### src/rtl/cpu_memory_pkg.sv
`default_nettype none
// ============================================================================
// Module   : cpu_memory_pkg
// Purpose  : Shared CPU defines for the memory stage (tag size, access widths,
//            memory-stage state encodings).
// Revision : 1.0 - initial release
// ============================================================================
package cpu_memory_pkg;

    localparam int TAG_SIZE = 8;

    localparam logic [2:0] MEM_WIDTH_BYTE = 3'd1;
    localparam logic [2:0] MEM_WIDTH_HALF = 3'd2;
    localparam logic [2:0] MEM_WIDTH_WORD = 3'd4;

    typedef enum logic [1:0] {
        ST_IDLE       = 2'd0,
        ST_READ_WAIT  = 2'd1,
        ST_WRITE_WAIT = 2'd2
    } mem_state_t;

endpackage
`default_nettype wire

### src/rtl/cpu_memory_align.sv
`default_nettype none
// ============================================================================
// Module   : cpu_memory_align
// Purpose  : Combinational byte-lane alignment: store mask/replication, load
//            extraction/extension and misalignment detection.
// Revision : 1.0 - initial release
// ============================================================================
module cpu_memory_align
    import cpu_memory_pkg::*;
(
    input  logic [2:0]  i_width,
    input  logic        i_signed,
    input  logic [1:0]  i_offset,
    input  logic [31:0] i_wdata,
    input  logic [31:0] i_rdata,
    output logic [3:0]  o_wmask,
    output logic [31:0] o_wdata,
    output logic [31:0] o_rdata,
    output logic        o_misaligned
);

    logic [31:0] w_shifted;
    logic [7:0]  w_byte;
    logic [15:0] w_half;

    assign w_shifted = i_rdata >> {i_offset, 3'b000};
    assign w_byte    = w_shifted[7:0];
    assign w_half    = w_shifted[15:0];

    // Any width code other than byte/half behaves as a full word.
    always_comb begin
        o_wmask      = 4'b1111;
        o_wdata      = i_wdata;
        o_rdata      = i_rdata;
        o_misaligned = (i_offset != 2'b00);
        case (i_width)
            MEM_WIDTH_BYTE: begin
                o_wmask      = 4'b0001 << i_offset;
                o_wdata      = {4{i_wdata[7:0]}};
                o_rdata      = {{24{i_signed & w_byte[7]}}, w_byte};
                o_misaligned = 1'b0;
            end
            MEM_WIDTH_HALF: begin
                o_wmask      = 4'b0011 << i_offset;
                o_wdata      = {2{i_wdata[15:0]}};
                o_rdata      = {{16{i_signed & w_half[15]}}, w_half};
                o_misaligned = i_offset[0];
            end
            default: begin
                o_wmask      = 4'b1111;
                o_wdata      = i_wdata;
                o_rdata      = i_rdata;
                o_misaligned = (i_offset != 2'b00);
            end
        endcase
    end

endmodule
`default_nettype wire

### src/rtl/cpu_memory.sv
`default_nettype none
// ============================================================================
// Module   : cpu_memory
// Purpose  : CPU memory stage: issues aligned bus loads/stores, passes
//            non-memory results through, flags misalignment and bus timeout.
// Revision : 1.0 - initial release
// ============================================================================
module cpu_memory
    import cpu_memory_pkg::*;
#(
    parameter int unsigned TIMEOUT = 0
) (
    input  logic                i_clock,
    input  logic                i_reset,
    input  logic                i_stall,
    input  logic [TAG_SIZE-1:0] i_tag,
    input  logic [4:0]          i_inst_rd,
    input  logic [31:0]         i_rd,
    input  logic                i_mem_read,
    input  logic                i_mem_write,
    input  logic [2:0]          i_mem_width,
    input  logic                i_mem_signed,
    input  logic [31:0]         i_mem_address,
    input  logic [31:0]         i_mem_wdata,
    output logic                o_bus_request,
    output logic                o_bus_rw,
    output logic [31:0]         o_bus_address,
    output logic [31:0]         o_bus_wdata,
    output logic [3:0]          o_bus_wmask,
    input  logic                i_bus_ready,
    input  logic [31:0]         i_bus_rdata,
    output logic [TAG_SIZE-1:0] o_tag,
    output logic [4:0]          o_inst_rd,
    output logic [31:0]         o_rd,
    output logic                o_fault,
    output logic                o_stall
);

    localparam logic [31:0] c_timeout_last = (TIMEOUT == 0) ? 32'd0 : 32'(TIMEOUT - 1);

    mem_state_t          state_q, state_d;
    logic                req_q, req_d;
    logic                rw_q, rw_d;
    logic [31:0]         addr_q, addr_d;
    logic [31:0]         wdata_q, wdata_d;
    logic [3:0]          wmask_q, wmask_d;
    logic [TAG_SIZE-1:0] tag_q, tag_d;
    logic [4:0]          inst_rd_q, inst_rd_d;
    logic [31:0]         rd_q, rd_d;
    logic                fault_q, fault_d;
    logic [TAG_SIZE-1:0] pend_tag_q, pend_tag_d;
    logic [4:0]          pend_rd_q, pend_rd_d;
    logic [2:0]          width_q, width_d;
    logic                signed_q, signed_d;
    logic [1:0]          off_q, off_d;
    logic [31:0]         cnt_q, cnt_d;

    logic        w_request;
    logic        w_access;
    logic        w_accept;
    logic        w_timeout;
    logic [2:0]  w_width;
    logic        w_signed;
    logic [1:0]  w_offset;
    logic [3:0]  w_al_wmask;
    logic [31:0] w_al_wdata;
    logic [31:0] w_al_rdata;
    logic        w_al_misaligned;

    assign w_request = (i_tag != tag_q);
    assign w_access  = i_mem_read | i_mem_write;
    assign w_accept  = (state_q == ST_IDLE) && !i_stall && w_request;
    assign w_timeout = (TIMEOUT != 0) && (cnt_q == c_timeout_last);

    // Alignment sees the live request while idle and the latched access while waiting.
    assign w_width  = (state_q == ST_IDLE) ? i_mem_width        : width_q;
    assign w_signed = (state_q == ST_IDLE) ? i_mem_signed       : signed_q;
    assign w_offset = (state_q == ST_IDLE) ? i_mem_address[1:0] : off_q;

    cpu_memory_align u_align (
        .i_width      (w_width),
        .i_signed     (w_signed),
        .i_offset     (w_offset),
        .i_wdata      (i_mem_wdata),
        .i_rdata      (i_bus_rdata),
        .o_wmask      (w_al_wmask),
        .o_wdata      (w_al_wdata),
        .o_rdata      (w_al_rdata),
        .o_misaligned (w_al_misaligned)
    );

    always_comb begin
        state_d    = state_q;
        req_d      = req_q;
        rw_d       = rw_q;
        addr_d     = addr_q;
        wdata_d    = wdata_q;
        wmask_d    = wmask_q;
        tag_d      = tag_q;
        inst_rd_d  = inst_rd_q;
        rd_d       = rd_q;
        fault_d    = fault_q;
        pend_tag_d = pend_tag_q;
        pend_rd_d  = pend_rd_q;
        width_d    = width_q;
        signed_d   = signed_q;
        off_d      = off_q;
        cnt_d      = cnt_q;

        case (state_q)
            ST_IDLE: begin
                if (w_accept) begin
                    fault_d = 1'b0;
                    if (!w_access) begin
                        tag_d     = i_tag;
                        inst_rd_d = i_inst_rd;
                        rd_d      = i_rd;
                    end else if (w_al_misaligned) begin
                        tag_d     = i_tag;
                        inst_rd_d = i_inst_rd;
                        rd_d      = 32'd0;
                        fault_d   = 1'b1;
                    end else begin
                        pend_tag_d = i_tag;
                        pend_rd_d  = i_inst_rd;
                        width_d    = i_mem_width;
                        signed_d   = i_mem_signed;
                        off_d      = i_mem_address[1:0];
                        cnt_d      = 32'd0;
                        req_d      = 1'b1;
                        addr_d     = {i_mem_address[31:2], 2'b00};
                        if (i_mem_read) begin
                            rw_d    = 1'b0;
                            wmask_d = 4'b0000;
                            wdata_d = 32'd0;
                            state_d = ST_READ_WAIT;
                        end else begin
                            rw_d    = 1'b1;
                            wmask_d = w_al_wmask;
                            wdata_d = w_al_wdata;
                            state_d = ST_WRITE_WAIT;
                        end
                    end
                end
            end
            ST_READ_WAIT, ST_WRITE_WAIT: begin
                if (i_bus_ready || w_timeout) begin
                    req_d     = 1'b0;
                    rw_d      = 1'b0;
                    addr_d    = 32'd0;
                    wdata_d   = 32'd0;
                    wmask_d   = 4'b0000;
                    tag_d     = pend_tag_q;
                    inst_rd_d = pend_rd_q;
                    cnt_d     = 32'd0;
                    state_d   = ST_IDLE;
                    // A bus ready arriving in the timeout cycle still wins.
                    if (i_bus_ready) begin
                        if (state_q == ST_READ_WAIT) begin
                            rd_d = w_al_rdata;
                        end
                    end else begin
                        fault_d = 1'b1;
                    end
                end else begin
                    cnt_d = cnt_q + 32'd1;
                end
            end
            default: begin
                state_d = ST_IDLE;
                req_d   = 1'b0;
            end
        endcase
    end

    always_ff @(posedge i_clock or negedge i_reset) begin
        if (!i_reset) begin
            state_q    <= ST_IDLE;
            req_q      <= 1'b0;
            rw_q       <= 1'b0;
            addr_q     <= 32'd0;
            wdata_q    <= 32'd0;
            wmask_q    <= 4'b0000;
            tag_q      <= '0;
            inst_rd_q  <= 5'd0;
            rd_q       <= 32'd0;
            fault_q    <= 1'b0;
            pend_tag_q <= '0;
            pend_rd_q  <= 5'd0;
            width_q    <= 3'd0;
            signed_q   <= 1'b0;
            off_q      <= 2'd0;
            cnt_q      <= 32'd0;
        end else begin
            state_q    <= state_d;
            req_q      <= req_d;
            rw_q       <= rw_d;
            addr_q     <= addr_d;
            wdata_q    <= wdata_d;
            wmask_q    <= wmask_d;
            tag_q      <= tag_d;
            inst_rd_q  <= inst_rd_d;
            rd_q       <= rd_d;
            fault_q    <= fault_d;
            pend_tag_q <= pend_tag_d;
            pend_rd_q  <= pend_rd_d;
            width_q    <= width_d;
            signed_q   <= signed_d;
            off_q      <= off_d;
            cnt_q      <= cnt_d;
        end
    end

    assign o_bus_request = req_q;
    assign o_bus_rw      = rw_q;
    assign o_bus_address = addr_q;
    assign o_bus_wdata   = wdata_q;
    assign o_bus_wmask   = wmask_q;
    assign o_tag         = tag_q;
    assign o_inst_rd     = inst_rd_q;
    assign o_rd          = rd_q;
    assign o_fault       = fault_q;
    // Held low while in reset so every output reads zero.
    assign o_stall       = i_reset && ((state_q != ST_IDLE) || (w_request && w_access));

endmodule
`default_nettype wire

### config.mk
export PLATFORM = sky130hd
export DESIGN_NAME = cpu_memory
export DESIGN_NICKNAME = d
export VERILOG_FILES = /design/src/rtl/cpu_memory_pkg.sv /design/src/rtl/cpu_memory_align.sv /design/src/rtl/cpu_memory.sv
export SDC_FILE = /design/constraint.sdc
export NUM_CORES = 1
export LEC_CHECK = 0
export BUFFER_PORTS_ARGS = -buffer_cell sky130_fd_sc_hd__buf_2
export CAP_MARGIN = 20
export CELL_PAD_IN_SITES_DETAIL_PLACEMENT = 1
export CELL_PAD_IN_SITES_GLOBAL_PLACEMENT = 1
export CORE_AREA = 10 10 145 147
export DETAILED_ROUTE_END_ITERATION = 12
export DIE_AREA = 0 0 155 157
export GPL_ROUTABILITY_DRIVEN = 0
export PLACE_DENSITY_LB_ADDON = 0.1
export SLEW_MARGIN = 20
export SYNTH_ARGS = -nofsm -noshare
export SYNTH_HDL_FRONTEND = slang
export SYNTH_SLANG_ARGS = --single-unit
### constraint.sdc
create_clock -name i_clock -period 3.9 [get_ports i_clock]
set_input_delay 0.585 -clock i_clock [delete_from_list [all_inputs] [get_ports i_clock]]
set_output_delay 0.585 -clock i_clock [all_outputs]
set_load 0.03 [all_outputs]
; ---- After elaboration in Yosys (flattened, before gate mapping)
; Index checks and enable logic that the tools add are counted.
[classes]
n_eq_ne = 11
shift = 3
mux = 57
bitwise = 4
reduce_logical = 17
[ops]
columns = operator, count
row1 = $mux W32, 13
row2 = $pmux W32 S2, 5
row3 = $mux W8, 4
row4 = $shr A32 B5 Y16, 1
row5 = $mux W4, 5
row6 = $mux W5, 4
row7 = $pmux W4 S2, 2
row8 = $pmux W8 S2, 1
row9 = $mux W2, 6
row10 = $reduce_and A4 Y1, 3
row11 = $mux W1, 11
row12 = $ne A2 B2 Y1 const B, 5
row13 = $pmux W5 S2, 1
row14 = $reduce_and A5 Y1, 2
row15 = $ne A8 B8 Y1, 1
row16 = $pmux W1 S2, 3
row17 = $reduce_bool A2 Y1, 3
row18 = $logic_and A1 B1 Y1, 4
row19 = $pmux W2 S2, 1
row20 = $shl A1 B2 Y4 const A, 1
row21 = $shl A2 B2 Y4 const A, 1
row22 = $eq A3 B1 Y1 const B, 1
row23 = $eq A3 B2 Y1 const B, 1
row24 = $mux W3, 1
row25 = 11 further kinds, 12
[word_totals]
register_bits = 137
out_inout_bits = 117
wordCells = 107

; ---- Depth between registers and ports, before layout
; Gate-level depths: netlist of run 1.
[depth]
depth_word = 9
ltp_mapped = 12
ltp_nobuf = 8

; ---- Modules after synthesis
; Synthesis of run 1 repeated with hierarchy kept, for this count alone.
[hier_totals]
cells_unflattened = 641
hier_area_um2 = 7156.9
[modules_own_cells]
columns = mod, instances, cells_per_inst, area_each_um2
row1 = cpu_memory, 1, 394, 5709.2
row2 = cpu_memory_align, 1, 247, 1447.6

; ---- Least setup slack after synthesis of run 1
; Ideal clock, no wire load.
[synth_timing]
path_kind = register -> register
start = register state_q[0]
end = register rd_q[22], in the netlist o_rd[22]
setup_ns = 0.127
t_arrival_ns = 2.555
t_required_ns = 3.773
slack_ns = 1.218
path_stages_with_launch = 11
n_path_buf = 2
path_cell_list = dfrtp_1 > inv_1 > ha_1 > buf_6 > mux2i_2 > mux4_2 > nand2_1 > o21ai_1 > a311oi_4 > buf_4 > a2bb2oi_1
[synth_via]
elab_chain_len = 8
word_cells_on_any_way = 26
cone_classes = eq/ne (8) / shift (1) / mux (8) / bitwise (2) / reduce/logical (7)
[synth_lines]
columns = item, line_no
row1 = "start, declared", cpu_memory.sv:41  ; mem_state_t state_q, state_d;
row2 = "start signal, assigned", cpu_memory.sv:195  ; state_q <= state_d;
row3 = $logic_not A2 Y1, n/a
row4 = $mux W2, cpu_memory.sv:78  ; assign w_offset = (state_q == ST_IDLE) ? i_mem_address[1:0] : off_q;
row5 = $shr A32 B5 Y16, cpu_memory_align.sv:26  ; assign w_shifted = i_rdata >> {i_offset, 3'b000};
row6 = "$and A1 B1 Y1, on equally long branches", "cpu_memory_align.sv:46, cpu_memory_align.sv:40"
row7 = $pmux W32 S2, cpu_memory_align.sv:36  ; case (i_width)
row8 = $mux W32, cpu_memory.sv:159  ; if (state_q == ST_READ_WAIT) begin
row9 = $mux W32, cpu_memory.sv:147  ; if (i_bus_ready || w_timeout) begin
row10 = $pmux W32 S2, cpu_memory.sv:110  ; case (state_q)
row11 = "end signal, assigned", cpu_memory.sv:203  ; rd_q <= rd_d;
row12 = "end, declared", cpu_memory.sv:49  ; logic [31:0] rd_q, rd_d;
; Parallel ways exist; a longest one is shown, timed or not. The select of a mux whose other input is x is not followed.
; A chain may end at the register's enable or synchronous reset.

; ---- Final worst setup path of run 1
[layout_timing]
start = register state_q[0]
end = register rd_q[30], in the netlist o_rd[30]
; Same word-level chain as after synthesis.

==> flow_summary.toml, run 1 <==
[cells_and_area]
nNetsFinal = 977
final_area_um2 = 8860
multiInputGateArea_um2 = 2940
post-route-util_pct = 48.3
fin_cells = 1073
seqCellArea_um2 = 3380
layout-drive-gt1-share_pct = 45.7
area_growth_pct = 34.4
fill_cells = 2043

[pwr]
vdd_drop_max_v = 0.000415
power_mw = 9.30
power_leakage_nw = 4.42
p_per_area_nw_per_um2 = 1050

[synthesis]
ys_seq_area_share_pct = 51.2
ys_types = 57
synth_edf_count = 0
synth_top_cell_by_area = "dfrtp_1"
synthArstFlopShare_pct = 100
yosysWarnings = 0
synth.area.top_cells = "dfrtp_1 (51%), mux2_2 (8.7%), a22o_1 (5.2%)"
avgSynthCellArea_um2 = 11.8
synth_top_area_share_pct = 51.2
synth_ff_type = "dfrtp_1"
ys_ff_latch = 135
synth_area_um2 = 6590
synthTopCellsByCount = "dfrtp_1 (135), mux2_2 (51), a22o_1 (39)"
synthesis.instances = 561
yosysMostFrequentCell = "dfrtp_1"

[placed_design]
place_ws_ns = 0.590
numPlacedInstances = 1038
postPlaceCellArea_um2 = 8180
port_buffers = 265
hpwlAfterDp_mm = 18.4

[critical_path]
worstSetupEndpointType = "flop"
crit_type = "reg -> reg"
cp.required_ns = 4.16
slowest_stage = "a311oi_4"
path_cells = "inv_1 -> ha_1 -> buf_4 -> mux2_4 -> mux4_2 -> nand2_1 -> o21ai_1 -> a311oi_4 -> a2bb2oi_1"
arrival_ns = 3.58
cpPeakStageDelay_ns = 0.79
path_max_fanout = 16
startpoint_type = "flop"
cpLargestDelayFamily = "compound AO/OA/AOI/OAI gates"
path_buf_inv = 2

[floorplan]
rows = 50
die_w_um = 155
dieArea_um2 = 24300
start_util_pct = 36.0
io_pins = 268
die_h_um = 157
core_area_um2 = 18300

[clock_network]
ctsResizeCount = 0
cts_tree = "built"
h-tree-depth = 4
ctsHoldBuffers = 0
clock_sinks = 135
clock_path_buffers = 2
cts_made_buffers = 17
insertion_delay_ns = 0.42
cts_setup_buffers = 0
clkTransAtPathRegs_ns = 0.06
root_buffer = "clkbuf_16"

[detailed_routing]
vias = 5839
drt-total-wl_mm = 24.5
first_iter_violations = 323
antenna_left = 0
wl_met1_mm = 10.6
met3_length_mm = 1.68
wl_per_cell_um = 22.8
wl_met2_mm = 11.8
viasPerCell = 5.44
first_pass_iters = 4
top_layer = "met4"
remaining_drc_errors = 0

[sta]
maxSlewHeadroom_pct = 38.7
worst_pin_slew_ns = 0.919
fin_hold_ws_ns = 0.125
setup_violations = 0
fin_skew_ns = 0.0101
hold_viol = 0
setup_tns_ns = 0
period_needed_ns = 3.32
fin_ws_ns = 0.576
period_share_pct = 85.2
finalMaxSlewViolations = 0
rsz0062_at_grt = "no"
fmax_ghz = 0.301

[job]
maxCapViolCount = 0

[min_path]
min_path_type = "in -> async"

[grt]
grt_max_degree = 79
antenna_found_initial = 3
grt_overflow = 0
grt_pass1_vias = 6425
grtUsageTotal_pct = 19.4
grt_pass1_wl_mm = 37.4

[status]
status = "completed"
==> cell usage in the layout (no fill, tap or decap), types with 17 or more instances in the layout <==
cell and instances:
nor2_1 28, o21ai_0 19, a2bb2oi_1 30, mux2_2 51, buf_2 264, a22o_1 39
a22oi_1 22, clkbuf_16 17, dfrtp_1 135, inv_1 22, buf_4 17, mux2i_1 32
==> where the power goes <==
part           switching [mW]  internal (mW)
registers               0.388           2.07
clock network           0.679           1.15
logic                    3.12           1.89
==> flip-flops by register name (all words and copies together), names as in the netlist <==
| register | count |
|---|---|
| o_bus_address | 30 |
| o_bus_request | 1 |
| o_bus_rw | 1 |
| o_bus_wdata | 32 |
| o_bus_wmask | 4 |
| o_fault | 1 |
| o_inst_rd | 5 |
| o_rd | 32 |
| o_tag | 8 |
| off_q | 2 |
| pend_rd_q | 5 |
| pend_tag_q | 8 |
| signed_q | 1 |
| state_q | 2 |
| width_q | 3 |
==> path summary, 6_finish.rpt <==
check,from,to,slack [ns],cells past startpoint
hold / removal,i_reset,o_bus_wdata[29]$_DFFE_PN0P_,0.12,1
hold reg to reg,o_bus_wdata[23]$_DFFE_PN0P_,o_bus_wdata[23]$_DFFE_PN0P_,0.48,1
min in group i_clock,i_mem_address[15],o_bus_address[15]$_DFFE_PN0P_,0.38,2
max in group asynchronous,i_reset,o_bus_wdata[20]$_DFFE_PN0P_,2.56,2
setup / recovery,state_q[0]$_DFFE_PN0P_,o_rd[30]$_DFFE_PN0P_,0.58,9
setup reg to reg,state_q[0]$_DFFE_PN0P_,o_rd[30]$_DFFE_PN0P_,0.58,9
==> area by class of cell <==
class                      count  share of cell area [%]
antenna                        3                  0.0847
tap                          234                    3.30
multi-input combinational    362                    33.2
clock inverter                15                    2.71
inverter                      23                   0.974
timing repair buffer         284                    16.8
clock buffer                  17                    4.80
sequential                   135                    38.1
==> per-layer routing <==
layer / track usage [%] / up-vias
met4: 6.34 / 0
met5: 0 / -
li1: - / 2642
met3: 5.68 / 26
met1: 24.5 / 2954
met2: 31.2 / 217
==> logic make-up after synthesis <==
family	after synthesis	share of synthesized area (%)
xor gates and xnor gates	10	1.33
DFF	135	51.2
buffers and inverters	65	4.52
muxes	86	14.3
AOI/OAI and AO/OA	186	22.5
and+or+nand+nor	75	5.39
adders and majority gates	3	0.569
other	1	0.0569
No activity file was read; power rests on OpenSTA's default activity.
==> run 2: changes to the inputs <==
GPL_TIMING_DRIVEN = 0   (was unset)
==> flow_summary.toml, run 2 (synthesis gave the netlist of run 1 again) <==
[status]
status = "completed"

[sta]
fin_hold_ws_ns = 0.0744
hold_viol = 0
setup_violations = 0
fin_ws_ns = 0.616
rsz0062_at_grt = "no"
period_needed_ns = 3.28
worst_pin_slew_ns = 0.984
finalMaxSlewViolations = 0
period_share_pct = 84.2
fin_skew_ns = 0.00613
maxSlewHeadroom_pct = 34.4
fmax_ghz = 0.305

[cells_and_area]
layout_common_cells = "buf_2 (271), dfrtp_1 (135), mux2_2 (51), a22o_1 (39), mux2i_1 (32)"
layout.cells.most_common = "buf_2"
area_growth_pct = 34.4
fill_cells = 2129
nNetsFinal = 1001
layout-drive-gt1-share_pct = 43.6

[critical_path]
path_cells = "inv_1 -> ha_1 -> buf_6 -> mux2i_2 -> mux4_2 -> nand2_1 -> o21ai_1 -> a311oi_4 -> buf_4 -> a2bb2oi_1"
startpoint_type = "flop"
path_max_fanout = 10
arrival_ns = 3.57
cpPeakStageDelay_ns = 0.73
cpLargestDelayFamily = "multiplexers"
slowest_stage = "mux2i_2"
crit_type = "reg -> reg"
cp.required_ns = 4.19
worstSetupEndpointType = "flop"
path_buf_inv = 3

[pwr]
netSwitchingFraction_pct = 46.2
switchingPower_mw = 4.25
combPwrFrac_pct = 55.8
vdd_drop_max_v = 0.000434
internal_power_mw = 4.95
power.share.clock_pct = 17.6
p_per_area_nw_per_um2 = 1040
power_leakage_nw = 4.40
seq_power_share_pct = 26.6

[detailed_routing]
drt-total-wl_mm = 25.2
wl_per_cell_um = 23.0
antenna_left = 0
remaining_drc_errors = 0
viasPerCell = 5.34
vias = 5854
first_iter_violations = 380
first_pass_iters = 4

[clock_network]
insertion_delay_ns = 0.41
cts_made_buffers = 17
root_buffer = "clkbuf_16"
cts_setup_buffers = 0
ctsResizeCount = 0
clock_path_buffers = 2
clock_sinks = 135
cts_tree = "built"
ctsHoldBuffers = 0
h-tree-depth = 4
clkTransAtPathRegs_ns = 0.06

[floorplan]
io_pins = 268
dieArea_um2 = 24300
die_w_um = 155
core_area_um2 = 18300
rows = 50
die_h_um = 157
start_util_pct = 36.0

[grt]
grt_pass1_wl_mm = 38.5
grt_pass1_vias = 6480
grt_overflow = 0
grtUsageTotal_pct = 20.2
antenna_found_initial = 3
grt_max_degree = 85

[placed_design]
port_buffers = 265
place_ws_ns = 0.629
hpwlAfterDp_mm = 19.8

[job]
maxCapViolCount = 0

[min_path]
min_path_type = "in -> async"
[run 2: cell types whose count changed in the layout (fill, tap and decap cells not counted), moves of 2 or more]
cell       change
buf_4         -13
clkbuf_1      +24
clkinv_2       +2
buf_6          +2
buf_1          +4
nor2_1         +2
buf_2          +7
inv_8          -2
bufinv_16      -3
clkinv_4       +2
nor2_2         -2
[run 2: worst register-to-register path, delay by kind of cell (launching register included)]
| kind | cells | cell delay [ns] |
|---|---|---|
| buf+inv | 3 | 0.55 |
| mux | 2 | 1.16 |
| simple gates | 1 | 0.10 |
| compound gates | 3 | 0.74 |
| flops | 1 | 0.39 |
| fa+ha+maj | 1 | 0.21 |
[run 2: worst paths after layout]
path	cells after the start	start	slack, ns	to
min in group i_clock	2	i_mem_address[13]	0.39	o_bus_address[13]$_DFFE_PN0P_
hold reg to reg	1	o_bus_rw$_DFFE_PN0P_	0.48	o_bus_rw$_DFFE_PN0P_
setup / recovery	10	state_q[0]$_DFFE_PN0P_	0.62	o_rd[22]$_DFFE_PN0P_
hold / removal	1	i_reset	0.07	o_bus_wdata[29]$_DFFE_PN0P_
max in group asynchronous	2	i_reset	3.07	o_rd[15]$_DFFE_PN0P_
setup reg to reg	10	state_q[0]$_DFFE_PN0P_	0.62	o_rd[22]$_DFFE_PN0P_
[run 2: power groups by stage]
| stage | Clock (mW) | Combinational [mW] | Sequential, mW |
|---|---|---|---|
| after floorplan | 0 | 2.56 | 3.45 |
| after global placement | 0 | 5.04 | 2.42 |
| after detailed placement | 0 | 5.17 | 2.47 |
| after CTS | 1.66 | 5.20 | 2.45 |
| after global routing | 1.72 | 5.54 | 2.53 |
| final | 1.62 | 5.13 | 2.45 |
[run 2: layer usage]
metal | global-route usage [%] | part of all wire, % | wire length (µm)
met2 | 33.1 | 48 | 12200
met3 | 6.33 | 7.5 | 1890
met4 | 5.35 | 1.5 | 369
met5 | 0 | 0.052 | 13
met1 | 25.1 | 43 | 10700
[run 2: stage by stage]
stage,util [%],std cells,setup TNS [ns],instance area (µm²),power (mW)
3_3_place_gp,44.8,1061,-0.214,8220,7.46
5_1_grt,48.3,1095,0,8860,9.79
3_5_place_dp,45.1,1062,0,8260,7.64
2_1_floorplan,-,562,0,6600,6.00
4_1_cts,48.3,1094,0,8850,9.31
6_report,48.3,1096,0,8860,9.20
[run 2: area by class of cell]
cell class / instances / area, µm² / share of cell area [%]
tap: 234 / 293 / 3.30
clock inverter: 13 / 146 / 1.65
buffer: 42 / 211 / 2.39
antenna: 2 / 5.00 / 0.0565
clock buffer: 19 / 443 / 5.00
timing repair buffer: 266 / 1360 / 15.4
multi-input combinational: 362 / 2930 / 33.1
inverter: 23 / 86.3 / 0.974
sequential: 135 / 3380 / 38.1
==> run 3: changes to the inputs <==
clock period = 3.4 ns   (was 3.9 ns; I/O delays follow)
==> flow_summary.toml, run 3 (synthesis gave the netlist of run 1 again) <==
[status]
status = "complete, but fails checks"
violations = "negative hold slack"

[critical_path]
reg2regPathDepth = 10
startpoint_type = "flop"
path_max_fanout = 10
arrival_ns = 3.42
worstSetupEndpointType = "flop"
cp.required_ns = 3.69
crit_type = "reg -> reg"

[job]
maxCapViolCount = 0

[clock_network]
ctsHoldBuffers = 0
h-tree-depth = 4
ctsResizeCount = 0
clkTransAtPathRegs_ns = 0.06
clock_path_buffers = 2
root_buffer = "clkbuf_16"
cts_made_buffers = 17
clock_sinks = 135
cts_setup_buffers = 0
insertion_delay_ns = 0.41
cts_tree = "built"

[grt]
grt_pass1_vias = 6480
grt_max_degree = 85
grt_overflow = 0
antenna_found_initial = 3
grt_pass1_wl_mm = 38.5
grtUsageTotal_pct = 20.2

[sta]
rsz0062_at_grt = "no"
finalMaxSlewViolations = 0
hold_viol = 1
maxSlewHeadroom_pct = 35.3
period_share_pct = 92.0
setup_violations = 0
fin_hold_ws_ns = -0.00157
fin_skew_ns = 0.00685
setup_tns_ns = 0
worst_pin_slew_ns = 0.971
period_needed_ns = 3.13
fmax_ghz = 0.320

[detailed_routing]
viasPerCell = 5.32
first_pass_iters = 4
first_iter_violations = 400
antenna_left = 0
wl_per_cell_um = 23.0
remaining_drc_errors = 0
vias = 5832
drt-total-wl_mm = 25.2

[cells_and_area]
fin_cells = 1096
nNetsFinal = 1001
layout.cells.most_common = "buf_2"
layout-drive-gt1-share_pct = 43.6
area_growth_pct = 34.5
final_area_um2 = 8870
post-route-util_pct = 48.4
layout_common_cells = "buf_2 (271), dfrtp_1 (135), mux2_2 (51), a22o_1 (39), mux2i_1 (32)"

[floorplan]
rows = 50
start_util_pct = 36.0
io_pins = 268
die_w_um = 155
dieArea_um2 = 24300
die_h_um = 157
core_area_um2 = 18300

[min_path]
min_path_type = "in -> async"

[placed_design]
numPlacedInstances = 1062
hpwlAfterDp_mm = 19.8
postPlaceCellArea_um2 = 8260
port_buffers = 265

[pwr]
vdd_drop_max_v = 0.000498
power_leakage_nw = 4.40
p_per_area_nw_per_um2 = 1190
-- run 3: final timing paths --
path,startpoint,end,slack (ns)
min reg2reg,o_bus_rw$_DFFE_PN0P_,o_bus_rw$_DFFE_PN0P_,0.48
min,i_reset,o_bus_wdata[29]$_DFFE_PN0P_,-0.002
max in group asynchronous,i_reset,o_rd[8]$_DFFE_PN0P_,2.64
min in group i_clock,i_mem_address[13],o_bus_address[13]$_DFFE_PN0P_,0.32
max reg2reg,state_q[0]$_DFFE_PN0P_,o_rd[22]$_DFFE_PN0P_,0.27
max,state_q[0]$_DFFE_PN0P_,o_rd[22]$_DFFE_PN0P_,0.27
-- run 3: layer usage --
metal / vias to the layer above / wire length, µm / GRT usage (%)
li1: 2695 / - / -
met1: 2902 / 10800 / 25.1
met2: 207 / 12200 / 33.1
met3: 26 / 1770 / 6.33
met4: 2 / 380 / 5.35
met5: - / 13 / 0
-- run 3: through the flow --
stage | worst slack, ns | power (mW)
2_1_floorplan | 0.718 | 6.89
3_5_place_dp | 0.129 | 8.77
4_1_cts | 0.108 | 10.7
3_3_place_gp | -0.564 | 8.56
5_1_grt | 0.0244 | 11.2
6_report | 0.271 | 10.6
-- run 3: layout make-up --
cell class | count | area [µm²]
Sequential cell | 135 | 3380
Fill cell | 2127 | 9460
Clock buffer | 19 | 443
Buffer | 42 | 211
Antenna cell | 2 | 5.00
Tap cell | 234 | 293
Clock inverter | 13 | 146
Multi-Input combinational cell | 362 | 2940
Timing Repair Buffer | 266 | 1360
Inverter | 23 | 86.3
-- run 3: worst max-delay path, stage by stage (launching register included) --
cell and delay, ns:
dfrtp_1 0.39, inv_1 0.12, ha_1 0.21, buf_6 0.16, buf_2 0.25, o21ai_1 0.31
a221oi_1 0.49, o21ai_1 0.16, a311oi_4 0.54, buf_4 0.27, a2bb2oi_1 0.09
-- run 3: report_power, final --
group	switching [mW]	internal [mW]	total (mW)
registers	0.442	2.37	2.82
clock network	0.749	1.11	1.86
logic	3.69	2.21	5.89
